File: src/rtl/blit_mem_target_if.sv
// Blitter bus between the blitter master and the memory-side target.
// The master drives the request fields; the target returns ack and read data.
interface blit_mem_target_if;
  logic        mreq;
  logic        read;
  logic [3:0]  width;
  logic        justify;
  logic [23:0] address;
  logic [63:0] wdata;
  logic        ack;
  logic [63:0] rdata;
  logic        rdata_oe;

  modport master (
    output mreq, read, width, justify, address, wdata,
    input  ack, rdata, rdata_oe
  );

  modport slave (
    input  mreq, read, width, justify, address, wdata,
    output ack, rdata, rdata_oe
  );
endinterface

File: src/rtl/blit_mem_target.sv
// Memory-side responder for blitter bus cycles: inserts wait states, drives a
// 64-bit phrase RAM port and returns address/data acks on the blitter bus.
module blit_mem_target #(
  parameter int unsigned WAIT_READ  = 2,
  parameter int unsigned WAIT_WRITE = 1
) (
  input  logic                clk_i,
  input  logic                reset_ni,
  blit_mem_target_if.slave    bus,
  output logic [20:0]         mem_addr_o,
  output logic [7:0]          mem_be_o,
  output logic                mem_we_o,
  output logic                mem_re_o,
  output logic [63:0]         mem_wdata_o,
  input  logic [63:0]         mem_rdata_i,
  output logic                busy_o
);

  typedef enum logic [2:0] {StIdle, StWait, StAcc, StAack, StRgap, StDack} state_e;

  state_e      state_q, state_d;
  logic [3:0]  cnt_q, cnt_d;
  logic [23:0] addr_q;
  logic        read_q, justify_q, pre_q, rd_pend_q;
  logic [3:0]  width_q;
  logic [63:0] wdata_q, rbuf_q, rdata_q;

  logic        capture;
  logic [3:0]  width_dec, wait_sel;
  logic [2:0]  lane;
  logic [5:0]  shamt;
  logic [4:0]  lane_end;
  logic [63:0] rdata_shift;
  logic        ack, oe;

  always_comb begin
    lane        = addr_q[2:0];
    shamt       = {lane, 3'b000};
    lane_end    = {2'b00, lane} + {1'b0, width_q};
    width_dec   = (bus.width == 4'd0 || bus.width > 4'd8) ? 4'd8 : bus.width;
    wait_sel    = bus.read ? 4'(WAIT_READ) : 4'(WAIT_WRITE);
    capture     = bus.mreq && (state_q == StIdle || state_q == StDack);
    rdata_shift = justify_q ? (rbuf_q >> shamt) : rbuf_q;
    mem_wdata_o = justify_q ? (wdata_q << shamt) : wdata_q;
    mem_addr_o  = addr_q[23:3];
    // Lanes past the phrase end are dropped rather than wrapped.
    for (int i = 0; i < 8; i++) begin
      mem_be_o[i] = (5'(i) >= {2'b00, lane}) && (5'(i) < lane_end);
    end
  end

  always_comb begin
    state_d  = state_q;
    cnt_d    = cnt_q;
    ack      = 1'b0;
    oe       = 1'b0;
    mem_we_o = 1'b0;
    mem_re_o = 1'b0;
    unique case (state_q)
      StIdle: ;
      StWait: begin
        cnt_d = cnt_q - 4'd1;
        if (cnt_q <= 4'd1) state_d = StAcc;
      end
      StAcc: begin
        mem_re_o = read_q;
        mem_we_o = !read_q;
        if (pre_q) state_d = read_q ? StRgap : StIdle;
        else       state_d = StAack;
      end
      StAack: begin
        ack     = 1'b1;
        state_d = read_q ? StRgap : StIdle;
      end
      StRgap: state_d = StDack;
      StDack: begin
        ack     = 1'b1;
        oe      = 1'b1;
        state_d = StIdle;
      end
      default: state_d = StIdle;
    endcase
    // A request seen in DACK rides on the DACK ack as its address ack.
    if (capture) begin
      cnt_d   = wait_sel;
      state_d = (wait_sel != 4'd0) ? StWait : StAcc;
    end
  end

  assign bus.ack      = ack;
  assign bus.rdata_oe = oe;
  assign bus.rdata    = oe ? rdata_shift : rdata_q;
  assign busy_o       = (state_q != StIdle);

  always_ff @(posedge clk_i or negedge reset_ni) begin
    if (!reset_ni) begin
      state_q   <= StIdle;
      cnt_q     <= '0;
      addr_q    <= '0;
      read_q    <= 1'b0;
      width_q   <= '0;
      justify_q <= 1'b0;
      wdata_q   <= '0;
      pre_q     <= 1'b0;
      rd_pend_q <= 1'b0;
      rbuf_q    <= '0;
      rdata_q   <= '0;
    end else begin
      state_q   <= state_d;
      cnt_q     <= cnt_d;
      rd_pend_q <= mem_re_o;
      if (capture) begin
        addr_q    <= bus.address;
        read_q    <= bus.read;
        width_q   <= width_dec;
        justify_q <= bus.justify;
        wdata_q   <= bus.wdata;
        pre_q     <= (state_q == StDack);
      end
      // RAM data is valid the cycle after the read strobe (AACK or RGAP).
      if (rd_pend_q) rbuf_q <= mem_rdata_i;
      if (state_q == StDack) rdata_q <= rdata_shift;
    end
  end

endmodule
File: src/flat_wrapper.sv
// flat-port wrapper written by rule: the top's interface ports become plain ports
module blit_mem_target_flat 
#(
  parameter int unsigned WAIT_READ  = 2,
  parameter int unsigned WAIT_WRITE = 1
)
  (clk_i, reset_ni, mem_addr_o, mem_be_o, mem_we_o, mem_re_o, mem_wdata_o, mem_rdata_i, busy_o, bus_mreq, bus_read, bus_width, bus_justify, bus_address, bus_wdata, bus_ack, bus_rdata, bus_rdata_oe);
  blit_mem_target_if bus_i ();
  input  logic clk_i;
  input  logic reset_ni;
  output logic [20:0] mem_addr_o;
  output logic [7:0] mem_be_o;
  output logic mem_we_o;
  output logic mem_re_o;
  output logic [63:0] mem_wdata_o;
  input  logic [63:0] mem_rdata_i;
  output logic busy_o;
  input wire logic [$bits(bus_i.mreq)-1:0] bus_mreq;
  input wire logic [$bits(bus_i.read)-1:0] bus_read;
  input wire logic [$bits(bus_i.width)-1:0] bus_width;
  input wire logic [$bits(bus_i.justify)-1:0] bus_justify;
  input wire logic [$bits(bus_i.address)-1:0] bus_address;
  input wire logic [$bits(bus_i.wdata)-1:0] bus_wdata;
  output wire logic [$bits(bus_i.ack)-1:0] bus_ack;
  output wire logic [$bits(bus_i.rdata)-1:0] bus_rdata;
  output wire logic [$bits(bus_i.rdata_oe)-1:0] bus_rdata_oe;
  assign bus_i.mreq = bus_mreq;
  assign bus_i.read = bus_read;
  assign bus_i.width = bus_width;
  assign bus_i.justify = bus_justify;
  assign bus_i.address = bus_address;
  assign bus_i.wdata = bus_wdata;
  assign bus_ack = bus_i.ack;
  assign bus_rdata = bus_i.rdata;
  assign bus_rdata_oe = bus_i.rdata_oe;
  blit_mem_target #(.WAIT_READ(WAIT_READ), .WAIT_WRITE(WAIT_WRITE)) u_core (.clk_i(clk_i), .reset_ni(reset_ni), .bus(bus_i), .mem_addr_o(mem_addr_o), .mem_be_o(mem_be_o), .mem_we_o(mem_we_o), .mem_re_o(mem_re_o), .mem_wdata_o(mem_wdata_o), .mem_rdata_i(mem_rdata_i), .busy_o(busy_o));
endmodule
File: config.mk
export PLATFORM = sky130hd
export DESIGN_NAME = blit_mem_target_flat
export DESIGN_NICKNAME = d
export VERILOG_FILES = /design/src/rtl/blit_mem_target_if.sv /design/src/rtl/blit_mem_target.sv /design/src/flat_wrapper.sv
export SDC_FILE = /design/constraint.sdc
export NUM_CORES = 1
export LEC_CHECK = 0
export CAP_MARGIN = 20
export CORE_ASPECT_RATIO = 1.4
export CORE_MARGIN = 2
export CORE_UTILIZATION = 50
export CTS_CLUSTER_SIZE = 24
export DETAILED_ROUTE_END_ITERATION = 7
export PLACE_DENSITY = 0.81
export SYNTH_ARGS = -nofsm -noshare
export SYNTH_HDL_FRONTEND = slang
export SYNTH_SLANG_ARGS = --single-unit
File: constraint.sdc
create_clock -name clk_i -period 2.68 [get_ports clk_i]
set_clock_uncertainty 0.2 [all_clocks]
set_input_delay 0.804 -clock clk_i [delete_from_list [all_inputs] [get_ports clk_i]]
set_output_delay 0.804 -clock clk_i [all_outputs]
set_load 0.02 [all_outputs]
After elaboration in Yosys (flattened, before gate mapping). Index checks and enable logic that the tools add are counted.

Word-level logic and storage cells: 74. Bits of input ports: 161. Register bits: 231.

Muxes and demuxes: 17. Magnitude comparators: 17. Shift operators: 2. Reduce and logical (&&, ||, !) cells: 18. Equality and inequality tests: 7. Add/subtract/negate cells: 2.

Operators by type and width (number): $mux 64 (3); $shl 64x6->64 (1); $shr 64x6->64 (1); $lt 3x5->1 const A (4); $pmux 3 s5 (1); $mux 3 (4); $mux 4 (3); $lt 1x5->1 const A (2); $lt 2x5->1 const A (2); $ge 3x3->1 const A (3); $logic_and 1x1->1 (8); $eq 3x2->1 const B (2); $eq 3x3->1 const B (2); $ge 1x3->1 const A (2); $ge 2x3->1 const A (2); $add 3x4->5 (1); $gt 4x4->1 const B (1); $le 4x1->1 const B (1); $logic_not 4->1 (1); $mux 1 (4); $mux 2 (2); $reduce_bool 4->1 (1); $sub 4x1->4 const B (1); $eq 3x1->1 const B (1); 9 further kinds (10).

Depth between registers and ports, before layout. Gate-level depths: netlist (run 1).

Depth in word-level cells: 5. Mapped depth: 8. Mapped depth without buffers: 6.

Worst setup path before layout (run 1). OpenSTA, ideal clock, no wires.

Path type: register -> output. From: register u_core.addr_q[0]. To: output mem_be_o[0]. Setup slack: -0.739 ns. Buffers on the path: 0. Stages on the path, launching flop included: 6. Arrival time: 2.415 ns. Required time: 1.676 ns. Cells stage by stage: dfrtp_1 > ha_1 > fa_1 > xor2_1 > nor4_2 > a2111oi_0.

Word-level cells in the longest chain between the ends: 3. Elaborated cells between the ends (all ways): 4.

Ends and longest elaborated chain: start, declared (RTL line blit_mem_target.sv:23) `logic [23:0] addr_q;`; start signal, assigned (RTL line blit_mem_target.sv:113) `addr_q <= bus.address;`; $add 3x4->5 (RTL line blit_mem_target.sv:39) `lane_end = {2'b00, lane} + {1'b0, width_q};`; $lt 1x5->1 (RTL line blit_mem_target.sv:48) `mem_be_o[i] = (5'(i) >= {2'b00, lane}) && (5'(i) < lane_end);`; $logic_and 1x1->1 * (RTL line blit_mem_target.sv:48); end, declared (RTL line flat_wrapper.sv:12) `output logic [7:0] mem_be_o;`.

Every way passes the cells marked *; elsewhere a longest branch is shown, timed or not.

Worst setup path after layout (run 1).
From: register u_core.addr_q[0]. To: output bus_rdata[1].

Word-level cells in the longest chain between the ends: 3.

Ends and longest elaborated chain: $shr 64x6->64 (RTL line blit_mem_target.sv:43) `rdata_shift = justify_q ? (rbuf_q >> shamt) : rbuf_q;`; $mux 64 (RTL line blit_mem_target.sv:43); $mux 64 (RTL line blit_mem_target.sv:92) `assign bus.rdata = oe ? rdata_shift : rdata_q;`; end, declared (RTL line flat_wrapper.sv:25) `output wire logic [$bits(bus_i.rdata)-1:0] bus_rdata;`.

No other way between the ends.

==> results.toml, run 1 <==
[layout]
postLayoutCellArea_um2 = 21100
fill_cells = 1454
antenna_cells = 0
layout-drive-gt1-share_pct = 44.9
syn2layout_area_growth_pct = 58.6
final_nets = 1965

[logic_synthesis]
ys_seq_area_share_pct = 43.4
synth_edf_count = 0
synth_seq_cells = 231
synth_warnings = 0
synth_nets = 1451
ys.flop_type = "dfrtp_1"
async_flop_share_pct = 100
syn-instance-count = 1284
synth_area_leaders = "dfrtp_1 (43%), mux2_2 (10%), mux2i_1 (6.8%), mux2_1 (4.6%), a21oi_1 (3.6%)"
yosysTopAreaCell = "dfrtp_1"
syn_avg_cell_area_um2 = 10.4
synth_area_um2 = 13300
yosysTopAreaCellShare_pct = 43.4
synth_cell_types = 68

[timing]
post-route-min-period_ns = 3.64
finalHoldViolations = 0
tightest_slew_ns = 0.595
fmax_mhz = 275
setup_ws_ns = -0.956
setup_viol = 137
maxSlewHeadroom_pct = 60.1
drv_slew = 0
hold_slack_ns = 0.267
rsz0062_at_grt = "true"
fin_crit_sh_pct = 136

[pwr]
power_switching_mw = 15.7
p_sw_share_pct = 46.0
power_mw = 34.1
p_leak_nw = 9.18
intPower_mw = 18.4
ir_worst_vdd_uv = 1190
pwr_density_cell_nw_per_um2 = 1610
power_frac_comb_pct = 69.7
seqPwrFrac_pct = 20.9
pwr-share-clk_pct = 9.4

[grt]
grt_remaining_overflow = 0
grt_usage_pct = 35.4
grt_pass1_wl_mm = 76.0
antenna_found_initial = 0
grt_pass1_vias = 13400
grt_max_degree = 81

[clocking]
clkTransAtPathRegs_ns = 0.06
cts.path.max_buffers = 3
cts-htree-levels = 1
cts_sinks = 231
cts_tree = "built"
ctsRootBufferMaster = "clkbuf_16"
clk_latency_ns = 0.55
numCtsBuffers = 24

[placed_design]
io_buffers = 322
dp_slack_ns = -0.768
gp_congestion = 0.970
placed_cell_area_um2 = 18300
dp_hpwl_mm = 35.5

[worst_hold_path]
hold_class = "flip-flop to flip-flop"
whs_path_depth = 2

[detailed_routing]
drc_errors = 0
wl_per_cell_um = 26.6
drtIter0Drc = 1308
final_antenna_net_count = 0
vias_per_cell = 6.41
first_pass_iters = 5
vias = 13700
wirelength_mm = 56.8

[floorplan]
dieArea_um2 = 28000
io_pins = 323
fp.dieW_um = 142
start_util_pct = 50.9
fp.coreArea_um2 = 26200
fp.dieH_um = 197
row_count = 70

[setup_path]
worst_ep_arrival_time_ns = 2.63
worstPathRequired_ns = 1.68
r2r_cells = 11
endpoint_kind = "output port"
crit_path_start_kind = "flip-flop"
crit_fanout = 13
path_class = "flip-flop to output port"

[run_status]
violations = "setup timing"
status = "finished, violations left"

[run]
maxCapViolCount = 0
-- path summary, 6_finish.rpt --
kind                       slack, ns                  to          startpoint
max                            -0.96        bus_rdata[1]    u_core.addr_q[0]
min                             0.27  u_core.rdata_q[59]  u_core.rdata_q[59]
max reg2reg                    -0.07  u_core.rdata_q[19]    u_core.addr_q[0]
min reg2reg                     0.27  u_core.rdata_q[59]  u_core.rdata_q[59]
max in group asynchronous       1.03  u_core.wdata_q[54]            reset_ni
min in group asynchronous       0.50    u_core.rbuf_q[2]            reset_ni
-- timing repair --
action,4_1_cts,5_1_grt
gates resized for setup,618,405
endpoints found under the setup margin,141,141
setup buffers,21,38
pin swaps,37,64
hold buffers,1,0
gates cloned,3,8
hold endpoints to repair,25,0
-- through the flow --
stage                     utilization (%)  setup TNS [ns]  std cells
after floorplan                         -          -0.116       1284
after global placement               69.9          -75.38       2026
after detailed placement             69.9          -76.58       2026
after CTS                            74.6          -94.80       2089
after global routing                 80.7          -96.96       2134
final                                80.7          -92.58       2134
-- flip-flops by register name, summed over array words and instances, names as in the netlist --
signal / flops
u_core.width_q: 4
u_core.addr_q: 24
u_core.rdata_q: 64
u_core.rd_pend_q: 1
u_core.justify_q: 1
u_core.wdata_q: 64
u_core.pre_q: 1
u_core.rbuf_q: 64
u_core.cnt_q: 4
u_core.read_q: 1
u_core.state_q: 3
-- critical path, stage by stage (launching register included) --
cell and delay (ns):
dfrtp_4 0.51, buf_12 0.18, buf_16 0.17, mux2i_1 0.15
o21ai_1 0.51, a21oi_2 0.07, a211oi_2 0.29, buf_4 0.19
-- power groups by stage --
stage	clock (mW)	combinational, mW	sequential [mW]
floorplan	0	10.8	6.24
global placement	0	18.5	6.65
detailed placement	0	18.8	6.72
CTS	3.23	19.6	6.76
global route	3.37	24.7	7.17
finish	3.22	23.7	7.11
-- placed cells by master, fill, tap and decap left out, types with 7 or more instances in the layout --
| cell type | instances |
|---|---|
| a22o_1 | 9 |
| o211ai_1 | 9 |
| a21oi_4 | 8 |
| mux2_4 | 10 |
| a32oi_1 | 7 |
| nand2_2 | 8 |
| o21ai_0 | 33 |
| a311oi_2 | 7 |
| o22ai_1 | 9 |
| inv_1 | 15 |
| a221oi_4 | 8 |
| nor2b_1 | 11 |
| o2bb2ai_4 | 11 |
| mux2i_4 | 21 |
| mux2i_1 | 60 |
| o21ai_1 | 27 |
| a21oi_2 | 22 |
| clkdlybuf4s50_1 | 180 |
| a221oi_2 | 9 |
| nor2_2 | 13 |
| dfrtp_1 | 226 |
| mux2i_2 | 10 |
| buf_4 | 290 |
| or2_2 | 7 |
| buf_6 | 73 |
| nand2_1 | 107 |
| and2_1 | 8 |
| o2bb2ai_2 | 9 |
| nor2_1 | 73 |
| o21ai_2 | 11 |
| mux2_1 | 54 |
| mux2_2 | 109 |
| nand2b_4 | 9 |
| buf_12 | 36 |
| clkbuf_16 | 32 |
| a21oi_1 | 66 |
| nand3_1 | 18 |
| buf_2 | 15 |
| nor3_1 | 20 |
-- logic make-up after synthesis --
kind of cell | count (synthesis) | synth area share [%]
XOR/XNOR | 5 | 0.385
buffers and inverters | 148 | 6.87
adder cells (fa/ha/maj) | 6 | 0.620
AND/OR/NAND/NOR | 305 | 10.5
flip-flops | 231 | 43.4
multiplexers | 267 | 22.0
AO/OA/AOI/OAI | 322 | 16.3
-- cells in the mapped netlist (all sizes together) (2+ instances only) --
library cell	n
buf	100
o32ai	8
xor2	2
nand3b	3
and2	9
a221o	6
or2	9
nand2	118
nor2b	14
a2bb2oi	6
o31ai	2
a32o	8
o2bb2ai	25
o211ai	9
nand2b	13
and2b	2
a221oi	20
clkbuf	28
mux4	3
a22o	9
a311oi	9
mux2i	91
nor3	24
a211oi	12
a32oi	9
mux2	173
or3	2
a22oi	3
o21ai	75
nand3	18
o221a	6
nor4	2
a21oi	96
dfrtp	231
nor2	88
inv	20
ha	5
o22a	3
o22ai	9
xnor2	3
-- final cells by class --
type                       instances  area, µm²  share of cell area [%]
clock buffer                      32        681                    3.22
inverter                          20       92.6                   0.438
sequential                       231       5790                    27.4
clock inverter                     6       43.8                   0.207
timing repair buffer             616       6000                    28.4
tap                              324        405                    1.92
multi-input combinational        905       8120                    38.4
-- layer usage --
| metal | up-vias | track usage (%) | wire [µm] | share of wire, % |
|---|---|---|---|---|
| met4 | 0 | 24.7 | 5340 | 9.4 |
| met1 | 6633 | 38.5 | 18400 | 32 |
| met2 | 997 | 62.3 | 28100 | 49 |
| met3 | 373 | 5.89 | 4970 | 8.7 |
| met5 | - | 0 | 0 | 0 |
| li1 | 5684 | - | - | - |
Power figures use the tool's default switching activity.
==> run 2: changes to the inputs <==
--- a/config.mk
+++ b/config.mk
@@ -8,10 +8,11 @@
 export CAP_MARGIN = 20
 export CORE_ASPECT_RATIO = 1.4
 export CORE_MARGIN = 2
-export CORE_UTILIZATION = 50
+export CORE_UTILIZATION = 46
 export CTS_CLUSTER_SIZE = 24
 export DETAILED_ROUTE_END_ITERATION = 7
-export PLACE_DENSITY = 0.81
+export PLACE_DENSITY = 0.78
+export SLEW_MARGIN = 20
 export SYNTH_ARGS = -nofsm -noshare
 export SYNTH_HDL_FRONTEND = slang
 export SYNTH_SLANG_ARGS = --single-unit
==> constraint.sdc (replaced) <==
create_clock -name clk_i -period 3.13 [get_ports clk_i]
set_clock_uncertainty 0.2 [all_clocks]
set_input_delay 0.939 -clock clk_i [delete_from_list [all_inputs] [get_ports clk_i]]
set_output_delay 0.939 -clock clk_i [all_outputs]
set_load 0.02 [all_outputs]
==> results.toml, run 2 (synthesis gave the netlist of run 1 again) <==
[timing]
setup_viol = 137
fin_setup_tns_ns = -61.95
post-route-min-period_ns = 3.85
drv_slew = 0
fin_crit_sh_pct = 123
tightest_slew_ns = 0.967
maxSlewHeadroom_pct = 35.5
fmax_mhz = 260
rsz0062_at_grt = "true"
setup_ws_ns = -0.722
finalHoldViolations = 0

[setup_path]
cp.depth = 8
endpoint_kind = "output port"
worstPathRequired_ns = 1.99
cp_common_cell = "buf_6"
worst_ep_arrival_time_ns = 2.71
path_class = "flip-flop to output port"
r2r_cells = 12
path_cells = "buf_6 -> or2_4 -> buf_8 -> a21oi_4 -> o22ai_2 -> a311oi_2 -> buf_4 -> buf_6"
cpLargestDelayFamily = "compound AO/OA/AOI/OAI gates"
slowest_delay_ns = 0.55
critPathBufInv = 4
critPathSlowestCell = "dfrtp_4"
crit_path_start_kind = "flip-flop"
crit_fanout = 7

[floorplan]
dieArea_um2 = 30400
io_pins = 323
row_count = 73
fp.dieW_um = 148
start_util_pct = 46.8
fp.coreArea_um2 = 28500
fp.dieH_um = 205

[grt]
grt_pass1_vias = 13700
antenna_found_initial = 4
grt_pass1_wl_mm = 79.2
grt_remaining_overflow = 0
grt_max_degree = 65
grt_usage_pct = 33.9

[layout]
syn2layout_area_growth_pct = 65.4
final_common_cell = "buf_4"
reg_top3 = "u_core.rbuf_q (64), u_core.rdata_q (64), u_core.wdata_q (64)"
mostFrequentLayoutCells = "buf_4 (244), dfrtp_1 (226), clkdlybuf4s50_1 (180)"
final_nets = 1983
final_cell_count_no_fill = 2212
final_util_pct = 77.3
layout-drive-gt1-share_pct = 47.4

[run]
maxCapViolCount = 0

[detailed_routing]
first_pass_iters = 8
wl_per_cell_um = 28.0
vias = 14100
wirelength_mm = 61.9
drc_errors = 3
final_antenna_net_count = 0
drtIter0Drc = 1458
vias_per_cell = 6.39

[placed_design]
dp_hpwl_mm = 34.7
gp_congestion = 0.947
dp_slack_ns = -0.463
dp_cells = 2032
io_buffers = 322

[pwr]
ir_worst_vdd_uv = 918
p_sw_share_pct = 46.0
power_frac_comb_pct = 69.2
seqPwrFrac_pct = 20.5
power_switching_mw = 14.2
pwr-share-clk_pct = 10.3
pwr_density_cell_nw_per_um2 = 1400
p_leak_nw = 9.44
intPower_mw = 16.7

[clocking]
numCtsBuffers = 24
clkTransAtPathRegs_ns = 0.07
cts-htree-levels = 1
ctsRootBufferMaster = "clkbuf_16"
cts.path.max_buffers = 3
cts_sinks = 231
clk_latency_ns = 0.55
cts_hold_buffers = 0
cts_tree = "built"

[worst_hold_path]
hold_class = "input pin to asynchronous set/reset pin"

[run_status]
violations = "DRC, setup timing"
status = "finished, violations left"
==> run 2: worst paths after layout <==
check / slack [ns] / from / to
worst max-delay path: -0.72 / u_core.addr_q[1] / bus_rdata[12]
worst min-delay path: 0.11 / reset_ni / u_core.rbuf_q[10]
worst max register to register: 0.55 / u_core.addr_q[1] / u_core.rdata_q[16]
worst min register to register: 0.28 / u_core.rdata_q[21] / u_core.rdata_q[21]
max in group asynchronous: 1.77 / reset_ni / u_core.rbuf_q[47]
min in group clk_i: 0.28 / u_core.rdata_q[21] / u_core.rdata_q[21]
==> run 2: power groups by stage <==
stage | clock (mW) | sequential [mW] | combinational [mW]
floorplan | 0 | 5.34 | 9.01
global placement | 0 | 5.83 | 14.9
detailed placement | 0 | 5.89 | 15.1
CTS | 3.18 | 5.94 | 18.0
global route | 3.32 | 6.36 | 22.1
finish | 3.18 | 6.33 | 21.4
==> run 2: what timing repair did <==
action / in CTS / in global routing
gates cloned: 16 / 4
endpoints found under the setup margin: 141 / 136
pin swaps: 90 / 96
setup buffers: 65 / 60
resized for setup: 788 / 269
==> run 2: cell type report <==
type | count | area (µm²)
Clock buffer | 25 | 626
Sequential cell | 231 | 5790
Inverter | 20 | 80.1
Timing Repair Buffer | 634 | 6550
Fill cell | 1660 | 6460
Antenna cell | 3 | 7.51
Multi-Input combinational cell | 905 | 8280
Clock inverter | 19 | 231
Tap cell | 375 | 469
==> run 2: stage by stage <==
stage          hold WS, ns  instance area (µm²)  total power, mW
5_1_grt              0.148                22000             31.8
6_report             0.113                22000             30.9
3_3_place_gp         0.259                17800             20.7
3_5_place_dp         0.257                17800             21.0
2_1_floorplan        0.259                13300             14.4
4_1_cts              0.145                20500             27.1
==> run 2: per-layer routing <==
layer	vias to the layer above	wire, µm	track usage, %
met4	0	6630	24.4
met2	1091	29400	59.5
met5	-	0	0
li1	5744	-	-
met3	462	6190	5.52
met1	6834	19700	37.2
==> run 2: worst reg2reg max path, delay by kind of cell, from the launching register on <==
family | cells | cell delay (ns)
compound gates | 3 | 0.59
buf+inv | 8 | 1.01
flops | 1 | 0.55
simple gates | 1 | 0.20
==> run 3: changes to the inputs <==
--- a/config.mk
+++ b/config.mk
@@ -5,6 +5,7 @@
 export SDC_FILE = /design/constraint.sdc
 export NUM_CORES = 1
 export LEC_CHECK = 0
+export ABC_CLOCK_PERIOD_IN_PS = 3130
 export CAP_MARGIN = 20
 export CORE_ASPECT_RATIO = 1.4
 export CORE_MARGIN = 2
==> results of run 3 <==
No change in the layout: final DEF, timing and power equal those of run 2.
